$ cat src/rtl/tdm_demux8.sv
// Receive side of the 8-channel single-line TDM link: tracks the slot index from
// the frame sync, assembles 8 serial bits and publishes them as one parallel word.
module tdm_demux8 #(
  parameter bit          STRICT_SYNC = 1'b1,
  parameter int unsigned CNT_W       = 8
) (
  input  logic             iClk,
  input  logic             iRst,
  input  logic             iLine,
  input  logic             iEn,
  input  logic             iSync,
  output logic [7:0]       oData,
  output logic             oValid,
  output logic [2:0]       oSel,
  output logic             oLock,
  output logic             oErr,
  output logic [CNT_W-1:0] oFrames
);

  typedef enum logic {
    HUNT = 1'b0,
    RECV = 1'b1
  } state_t;

  state_t             state_q;
  logic [2:0]         sel_q;
  logic [6:0]         shadow_q;
  logic [7:0]         data_q;
  logic               valid_q;
  logic               err_q;
  logic [CNT_W-1:0]   frames_q;

  always_ff @(posedge iClk) begin
    if (iRst) begin
      state_q  <= HUNT;
      sel_q    <= '0;
      shadow_q <= '0;
      data_q   <= '0;
      valid_q  <= 1'b0;
      err_q    <= 1'b0;
      frames_q <= '0;
    end else begin
      valid_q <= 1'b0;
      err_q   <= 1'b0;
      if (iEn) begin
        unique case (state_q)
          HUNT: begin
            if (iSync) begin
              shadow_q[0] <= iLine;
              sel_q       <= 3'd1;
              state_q     <= RECV;
            end
          end
          RECV: begin
            if (iSync) begin
              // A sync anywhere but channel 0 aborts the partial frame and
              // restarts alignment on this very slot.
              if (sel_q != 3'd0) begin
                err_q <= 1'b1;
              end
              shadow_q[0] <= iLine;
              sel_q       <= 3'd1;
            end else if (sel_q == 3'd0) begin
              if (STRICT_SYNC) begin
                err_q   <= 1'b1;
                sel_q   <= '0;
                state_q <= HUNT;
              end else begin
                shadow_q[0] <= iLine;
                sel_q       <= 3'd1;
              end
            end else if (sel_q == 3'd7) begin
              data_q   <= {iLine, shadow_q};
              valid_q  <= 1'b1;
              frames_q <= frames_q + CNT_W'(1);
              sel_q    <= '0;
            end else begin
              shadow_q[sel_q] <= iLine;
              sel_q           <= sel_q + 3'd1;
            end
          end
          default: begin
            state_q <= HUNT;
            sel_q   <= '0;
          end
        endcase
      end
    end
  end

  assign oData   = data_q;
  assign oValid  = valid_q;
  assign oSel    = sel_q;
  assign oLock   = (state_q == RECV);
  assign oErr    = err_q;
  assign oFrames = frames_q;

endmodule

$ cat config.mk
export PLATFORM = sky130hd
export DESIGN_NAME = tdm_demux8
export DESIGN_NICKNAME = d
export VERILOG_FILES = /design/src/rtl/tdm_demux8.sv
export SDC_FILE = /design/constraint.sdc
export NUM_CORES = 1
export LEC_CHECK = 0
export ABC_CLOCK_PERIOD_IN_PS = 1700
export BUFFER_PORTS_ARGS = -buffer_cell sky130_fd_sc_hd__buf_2
export CELL_PAD_IN_SITES_DETAIL_PLACEMENT = 1
export CELL_PAD_IN_SITES_GLOBAL_PLACEMENT = 1
export CORE_MARGIN = 1
export CORE_UTILIZATION = 35
export CTS_CLUSTER_DIAMETER = 100
export DETAILED_ROUTE_END_ITERATION = 8
export GPL_TIMING_DRIVEN = 0
export PLACE_DENSITY = 0.78
export SETUP_SLACK_MARGIN = 0.3
export SYNTH_ARGS = -nofsm -noshare
export SYNTH_HDL_FRONTEND = slang
export SYNTH_SLANG_ARGS = --single-unit
$ cat constraint.sdc
create_clock -name iClk -period 1.7 [get_ports iClk]
set_input_delay 0.255 -clock iClk [delete_from_list [all_inputs] [get_ports iClk]]
set_output_delay 0.255 -clock iClk [all_outputs]
set_load 0.02 [all_outputs]
==> results of run 1 <==
[worst min-delay path by stage]
stage | startpoint | to | depth (start not counted)
3_3_place_gp | oData[2]$_SDFFE_PP0P_ | oData[2]$_SDFFE_PP0P_ | 2
2_1_floorplan | iSync | oLock$_SDFFE_PP0P_ | 2
3_5_place_dp | oData[7]$_SDFFE_PP0P_ | oData[7]$_SDFFE_PP0P_ | 2
5_1_grt | iRst | oValid$_SDFF_PP0_ | 2
6_report | iRst | oValid$_SDFF_PP0_ | 2
4_1_cts | iRst | oValid$_SDFF_PP0_ | 2
[cells by family (layout without fill, tap and decap cells)]
kind of cell    after synthesis  in the layout
simple gates                 66             66
flops                        29             29
compound gates               18             18
buf+inv                      15             57
xor+xnor                      7              7
mux                           7              7
fa+ha+maj                     5              5
other cells                   0              1
[what timing repair did]
action | in CTS | in global routing
pin swaps | 3 | 4
setup endpoints to repair | 25 | 25
gates resized for setup | 9 | 3
setup buffers | 6 | 4
[synth_stat cells, drive strengths merged]
| library cell | instances |
|---|---|
| dfxtp | 29 |
| nand2 | 23 |
| nor2 | 17 |
| a21oi | 11 |
| buf | 7 |
| mux2i | 7 |
| nand4 | 7 |
| xor2 | 6 |
| ha | 5 |
| inv | 5 |
| nand3 | 5 |
| clkbuf | 3 |
| o21ai | 3 |
| and2b | 2 |
| and4 | 2 |
| a21boi | 1 |
| a22oi | 1 |
| a31oi | 1 |
| a32oi | 1 |
| and2 | 1 |
| and3 | 1 |
| and3b | 1 |
| and4b | 1 |
| and4bb | 1 |
| nand2b | 1 |
| nand4b | 1 |
| nor2b | 1 |
| nor3 | 1 |
| nor3b | 1 |
| xnor2 | 1 |
[where the power goes]
group / switching (mW) / internal [mW] / total (mW) / leakage, nW
sequential: 0.00478 / 0.682 / 0.687 / 0.236
combinational: 0.0639 / 0.0511 / 0.115 / 0.499
clock: 0.258 / 0.292 / 0.550 / 0.0437
[layer usage]
| layer | wire, um | vias to the layer above |
|---|---|---|
| met5 | 0 | - |
| li1 | - | 582 |
| met3 | 114 | 7 |
| met4 | 68 | 0 |
| met2 | 1880 | 21 |
| met1 | 1450 | 573 |
[final cells by class]
class                           instances  share of cell area, %
Antenna cell                            1                  0.145
Multi-Input combinational cell        103                   41.0
Inverter                                5                   1.23
Tap cell                               46                   3.33
Clock buffer                            8                   4.63
Buffer                                 10                   4.06
Timing Repair Buffer                   34                   11.5
Sequential cell                        29                   34.1
[per-stage QoR]
stage	area [um2]	power [mW]	setup TNS [ns]	util, %	instances
6_report	1730	1.35	0	50.6	236
5_1_grt	1730	1.40	-0.0351	50.6	236
4_1_cts	1680	1.34	0	49.2	231
3_5_place_dp	1510	0.784	-0.0410	44.2	217
3_3_place_gp	1510	0.779	0	44.2	217
2_1_floorplan	1330	0.758	0	-	147
[registers in the layout, indices dropped and copies added (netlist names)]
register / count
oData: 8
oErr: 1
oFrames: 8
oLock: 1
oSel: 3
oValid: 1
shadow_q: 7
[critical path: stages, from the launching register on]
cell and delay [ns]:
sky130_fd_sc_hd__dfxtp_4 0.39, sky130_fd_sc_hd__inv_2 0.05, sky130_fd_sc_hd__ha_4 0.16, sky130_fd_sc_hd__nand2b_4 0.06, sky130_fd_sc_hd__buf_6 0.10, sky130_fd_sc_hd__ha_4 0.11
sky130_fd_sc_hd__and4_1 0.18, sky130_fd_sc_hd__buf_6 0.12, sky130_fd_sc_hd__nand4_1 0.12, sky130_fd_sc_hd__xor2_1 0.17, sky130_fd_sc_hd__nor2_1 0.06
==> insert_results.sql, run 1 <==
INSERT INTO impl_metrics (metric_group, metric, value, unit) VALUES
('timing', 'achievable-frequency', '606', 'MHz'),
('timing', 'final_period_minus_worst_setup_slack', '1.65', 'ns'),
('timing', 'grt_setup_unrepaired', 'yes', ''),
('yosys', 'yosys_warnings', '0', ''),
('yosys', 'synth_compound_gate_area_share', '7.80', '%'),
('global_route', 'grt_pass1_vias', '1219', ''),
('clock_network', 'tritoncts', 'yes', ''),
('drt', 'route.detailed.drc', '0', ''),
('global_route', 'm1_gr_usage', '19.8', '%'),
('setup_path', 'ff2ff_setup_slack', '0.05', 'ns'),
('global_route', 'groute.layer.met3.usage', '4.56', '%'),
('global_route', 'globalRoute.busiestLayer', 'met2', ''),
('final_layout', 'num-nets-final', '198', ''),
('floorplanning', 'start_util', '37.5', '%'),
('setup_path', 'worstPathArrival', '1.87', 'ns'),
('clock_network', 'htreeDepth', '2', ''),
('setup_path', 'worst_r2r_start', 'oSel[0]$_SDFFE_PP0P_', ''),
('floorplanning', 'dieArea', '3910', 'um2'),
('drt', 'route.vias.total', '1183', ''),
('floorplanning', 'pin_count', '27', ''),
('final_layout', 'layout_common_cells', 'sky130_fd_sc_hd__buf_2, sky130_fd_sc_hd__dfxtp_1, sky130_fd_sc_hd__nand2_1, sky130_fd_sc_hd__nor2_1', ''),
('yosys', 'synth.cell_area', '1280', 'um2'),
('yosys', 'synthDominantCellAreaShare', '45.3', '%'),
('setup_path', 'cp-startpoint', 'oSel[0]$_SDFFE_PP0P_', ''),
('timing', 'report.final.slew_viol_count', '0', ''),
('yosys', 'synth_seq_area_share', '45.3', '%'),
('yosys', 'post_synthesis_cell_type_with_the_largest_combined_area', 'sky130_fd_sc_hd__dfxtp_1', ''),
('yosys', 'netlist_instances', '147', ''),
('floorplanning', 'rows', '21', ''),
('drt', 'drt-total-wl', '3510', 'um'),
('setup_path', 'r2r_cells', '10', ''),
('yosys', 'synth_cell_type_count', '32', ''),
('setup_path', 'worst_ep_required_time', '1.92', 'ns'),
('clock_network', 'clk_path_buf_depth', '2', ''),
('clock_network', 'tritoncts_num_sinks', '29', ''),
('drt', 'route.detailed.wl_per_inst', '14.9', 'um'),
('timing', 'finalSetupViolations', '0', ''),
('timing', 'fin_skew', '0.00914', 'ns'),
('place', 'detailed_place_hpwl', '2230', 'um'),
('final_layout', 'area_growth_syn_to_layout', '34.7', '%'),
('yosys', 'synth_top_family_by_area', 'simple AND/OR/NAND/NOR gates', ''),
('yosys', 'leading_cell_types_by_total_area_after_synthesis', 'sky130_fd_sc_hd__dfxtp_1, sky130_fd_sc_hd__nand2_1, sky130_fd_sc_hd__mux2i_1', ''),
('clock_network', 'cts.root.buffer_cell', 'sky130_fd_sc_hd__clkbuf_4', ''),
('setup_path', 'critPathLaunchType', 'flop', ''),
('place', 'placement.setup.worst_slack', '-0.0410', 'ns'),
('timing', 'worstMarginPinSlew', '0.495', 'ns'),
('power', 'cellLeakagePower', '0.779', 'nW'),
('drt', 'via_per_inst', '5.01', ''),
('global_route', 'grt_first_pass_wirelength', '5660', 'um'),
('place', 'numPortBuffers', '24', ''),
('global_route', 'grt.overflow.total', '0', ''),
('outcome', 'status', 'complete, no violations', ''),
('timing', 'worst_slew_margin_rel', '67.0', '%'),
('timing', 'timing_hold_violations_final', '0', ''),
('yosys', 'synth.net_count', '157', ''),
('yosys', 'post_synth.cell_area_avg', '8.72', 'um2'),
('yosys', 'synth_simple_gate_area_share', '25.7', '%'),
('yosys', 'post_synth_fa_ha_maj_area_fraction', '4.88', '%'),
('floorplanning', 'floorplan.die.height', '62.5', 'um'),
('yosys', 'synth_seq_cells', '29', ''),
('global_route', 'grt_antenna_before_repair', '1', ''),
('drt', 'drtIter0Drc', '22', ''),
('hold_path', 'worstHoldPathType', 'in -> reg', ''),
('final_layout', 'sequential_cell_area', '589', 'um2'),
('floorplanning', 'floorplan.die.width', '62.5', 'um'),
('setup_path', 'critical_path.max_fanout', '7', ''),
('clock_network', 'insertion_delay', '0.35', 'ns'),
('timing', 'min_period_over_period', '97.0', '%'),
('drt', 'antenna_violating_nets_post_route', '0', ''),
('clock_network', 'path_clk_slew', '0.09', 'ns'),
('final_layout', 'area_occupied_by_multi_input_gates', '708', 'um2');
(Power assumes the default switching activity.)
==> inputs of run 2 (changes only) <==
--- a/config.mk
+++ b/config.mk
@@ -7,14 +7,14 @@
 export LEC_CHECK = 0
 export ABC_CLOCK_PERIOD_IN_PS = 1700
 export BUFFER_PORTS_ARGS = -buffer_cell sky130_fd_sc_hd__buf_2
+export CAP_MARGIN = 20
 export CELL_PAD_IN_SITES_DETAIL_PLACEMENT = 1
 export CELL_PAD_IN_SITES_GLOBAL_PLACEMENT = 1
-export CORE_MARGIN = 1
 export CORE_UTILIZATION = 35
 export CTS_CLUSTER_DIAMETER = 100
 export DETAILED_ROUTE_END_ITERATION = 8
 export GPL_TIMING_DRIVEN = 0
-export PLACE_DENSITY = 0.78
+export PLACE_DENSITY = 0.74
 export SETUP_SLACK_MARGIN = 0.3
 export SYNTH_ARGS = -nofsm -noshare
 export SYNTH_HDL_FRONTEND = slang
==> insert_results.sql, run 2 (same netlist as run 1, synthesis figures left out) <==
INSERT INTO impl_metrics (metric_group, metric, value, unit) VALUES
('global_route', 'grtUsageTotal', '18.1', '%'),
('final_layout', 'final.fill_count', '413', ''),
('timing', 'timing_hold_violations_final', '0', ''),
('place', 'numPortBuffers', '24', ''),
('setup_path', 'worst_ep_required_time', '1.89', 'ns'),
('hold_path', 'hold_path.startpoint', 'iRst', ''),
('clock_network', 'htreeDepth', '2', ''),
('power', 'powerDensity', '754', 'nW/um2'),
('timing', 'finalSetupViolations', '0', ''),
('setup_path', 'critPathLaunchType', 'flop', ''),
('setup_path', 'worstPathArrival', '1.87', 'ns'),
('drt', 'route.detailed.wl_per_inst', '15.7', 'um'),
('setup_path', 'timing_worst_setup_path_type', 'reg -> reg', ''),
('place', 'placement.setup.worst_slack', '-0.0468', 'ns'),
('clock_network', 'tritoncts', 'yes', ''),
('drt', 'drtIter0Drc', '48', ''),
('run', 'max-cap-violations', '0', ''),
('hold_path', 'worstHoldPathType', 'in -> reg', ''),
('floorplanning', 'dieArea', '3910', 'um2'),
('final_layout', 'sequential_cell_area', '589', 'um2'),
('clock_network', 'cts.root.buffer_cell', 'sky130_fd_sc_hd__clkbuf_4', ''),
('drt', 'via_per_inst', '5.05', ''),
('timing', 'report.final.slew_viol_count', '0', ''),
('floorplanning', 'core', '3420', 'um2'),
('drt', 'route.vias.total', '1202', ''),
('final_layout', 'final_layout_size_suffix_gt1_share', '34.9', '%'),
('setup_path', 'r2r_cells', '11', ''),
('timing', 'grt_setup_unrepaired', 'yes', ''),
('global_route', 'grt_pass1_vias', '1197', ''),
('final_layout', 'layout.cells.non_filler', '238', ''),
('hold_path', 'hold_depth', '2', ''),
('clock_network', 'tritoncts_num_sinks', '29', ''),
('drt', 'antenna_violating_nets_post_route', '0', ''),
('clock_network', 'insertion_delay', '0.32', 'ns'),
('timing', 'min_period_over_period', '98.7', '%'),
('global_route', 'grt_first_pass_wirelength', '5540', 'um'),
('setup_path', 'ff2ff_setup_slack', '0.02', 'ns'),
('final_layout', 'area_occupied_by_multi_input_gates', '718', 'um2'),
('timing', 'worstMarginPinSlew', '0.509', 'ns'),
('timing', 'fin_skew', '0.0101', 'ns'),
('global_route', 'maximum_number_of_pins_on_one_net_before_global_route_repair', '11', ''),
('setup_path', 'worst_r2r_start', 'oSel[0]$_SDFFE_PP0P_', ''),
('floorplanning', 'start_util', '37.5', '%'),
('floorplanning', 'floorplan.die.height', '62.5', 'um'),
('hold_path', 'whs_endpoint', 'oValid$_SDFF_PP0_', ''),
('final_layout', 'layout_common_cells', 'sky130_fd_sc_hd__buf_2, sky130_fd_sc_hd__dfxtp_1, sky130_fd_sc_hd__nand2_1, sky130_fd_sc_hd__nor2_1, sky130_fd_sc_hd__buf_4', ''),
('timing', 'final_period_minus_worst_setup_slack', '1.68', 'ns'),
('setup_path', 'critical_path.max_fanout', '7', ''),
('clock_network', 'path_clk_slew', '0.08', 'ns'),
('final_layout', 'diodes', '0', ''),
('place', 'number_of_placed_cells_counting_well_taps', '217', ''),
('place', 'detailed_place_hpwl', '2300', 'um'),
('clock_network', 'cts_buffers', '5', ''),
('outcome', 'status', 'complete, no violations', ''),
('global_route', 'grt_antenna_before_repair', '0', ''),
('timing', 'setup_ws', '0.0229', 'ns'),
('final_layout', 'num-nets-final', '201', ''),
('setup_path', 'worst_setup_path_end_kind', 'flop', ''),
('floorplanning', 'pin_count', '27', ''),
('power', 'cellLeakagePower', '0.795', 'nW'),
('floorplanning', 'floorplan.die.width', '62.5', 'um'),
('drt', 'drt-total-wl', '3730', 'um'),
('global_route', 'grt.overflow.total', '0', ''),
('timing', 'achievable-frequency', '596', 'MHz'),
('drt', 'route.detailed.drc', '0', ''),
('timing', 'worst_slew_margin_rel', '66.1', '%'),
('power', 'vdd.ir_drop.worst', '0.419', 'mV'),
('place', 'place_congestion', '0.809', ''),
('floorplanning', 'rows', '21', ''),
('final_layout', 'area_growth_syn_to_layout', '37.9', '%'),
('clock_network', 'clk_path_buf_depth', '2', ''),
('setup_path', 'timing.rr.end', 'oFrames[5]$_SDFFE_PP0P_', ''),
('drt', 'drt_first_pass_iters', '3', '');
-- run 2: worst max-delay path, stage by stage (launching register included) --
cell and delay [ns]:
sky130_fd_sc_hd__dfxtp_4 0.37, sky130_fd_sc_hd__inv_4 0.06, sky130_fd_sc_hd__ha_4 0.14, sky130_fd_sc_hd__nand2b_4 0.05, sky130_fd_sc_hd__buf_6 0.11, sky130_fd_sc_hd__ha_4 0.14
sky130_fd_sc_hd__and4_1 0.15, sky130_fd_sc_hd__buf_6 0.13, sky130_fd_sc_hd__buf_4 0.13, sky130_fd_sc_hd__nand3_2 0.05, sky130_fd_sc_hd__xor2_1 0.15, sky130_fd_sc_hd__nor2_1 0.05
-- run 2: cell type report --
type | instances | area share, %
sequential | 29 | 33.3
clock buffer | 8 | 4.53
tap | 46 | 3.26
multi-input combinational | 103 | 40.6
timing repair buffer | 37 | 13.0
inverter | 5 | 1.34
buffer | 10 | 3.96
-- run 2: repair_timing --
item | CTS | global route
setup endpoints to repair | 24 | 24
gates resized for setup | 7 | 10
setup buffers | 5 | 8
hold buffers | 0 | 0
endpoints found under the hold margin | 0 | 0
pin swaps | 2 | 9
-- run 2: layer usage --
layer  track usage (%)  vias up  wire length (um)
li1                  -      589                 -
met1              19.3      587              1550
met2              34.4       19              2030
met3              4.01        7               105
met4              6.10        0                49
met5                 0        -                 0
-- run 2: per-stage QoR --
stage | setup TNS, ns | power (mW) | instance area [um2] | util (%) | hold WS [ns]
2_1_floorplan | 0 | 0.758 | 1330 | - | 0.420
3_3_place_gp | 0 | 0.779 | 1510 | 44.2 | 0.443
3_5_place_dp | -0.0798 | 0.783 | 1510 | 44.2 | 0.447
4_1_cts | 0 | 1.33 | 1660 | 48.6 | 0.230
5_1_grt | -0.223 | 1.40 | 1770 | 51.8 | 0.248
6_report | 0 | 1.33 | 1770 | 51.8 | 0.250
-- run 2: worst max-delay path by stage --
| stage | startpoint | end | cells after the start |
|---|---|---|---|
| 2_1_floorplan | oSel[1]$_SDFFE_PP0P_ | oFrames[4]$_SDFFE_PP0P_ | 10 |
| 3_3_place_gp | oSel[1]$_SDFFE_PP0P_ | oData[5]$_SDFFE_PP0P_ | 8 |
| 3_5_place_dp | oSel[1]$_SDFFE_PP0P_ | oData[5]$_SDFFE_PP0P_ | 8 |
| 4_1_cts | oSel[1]$_SDFFE_PP0P_ | oFrames[4]$_SDFFE_PP0P_ | 10 |
| 5_1_grt | oSel[0]$_SDFFE_PP0P_ | oFrames[7]$_SDFFE_PP0P_ | 10 |
| 6_report | oSel[0]$_SDFFE_PP0P_ | oFrames[5]$_SDFFE_PP0P_ | 11 |
-- run 2: where the power goes --
part           switching (mW)  leakage, nW  internal (mW)
logic                  0.0664        0.516         0.0531
registers             0.00537        0.236          0.682
clock network           0.235       0.0437          0.292
total                   0.306        0.795           1.03
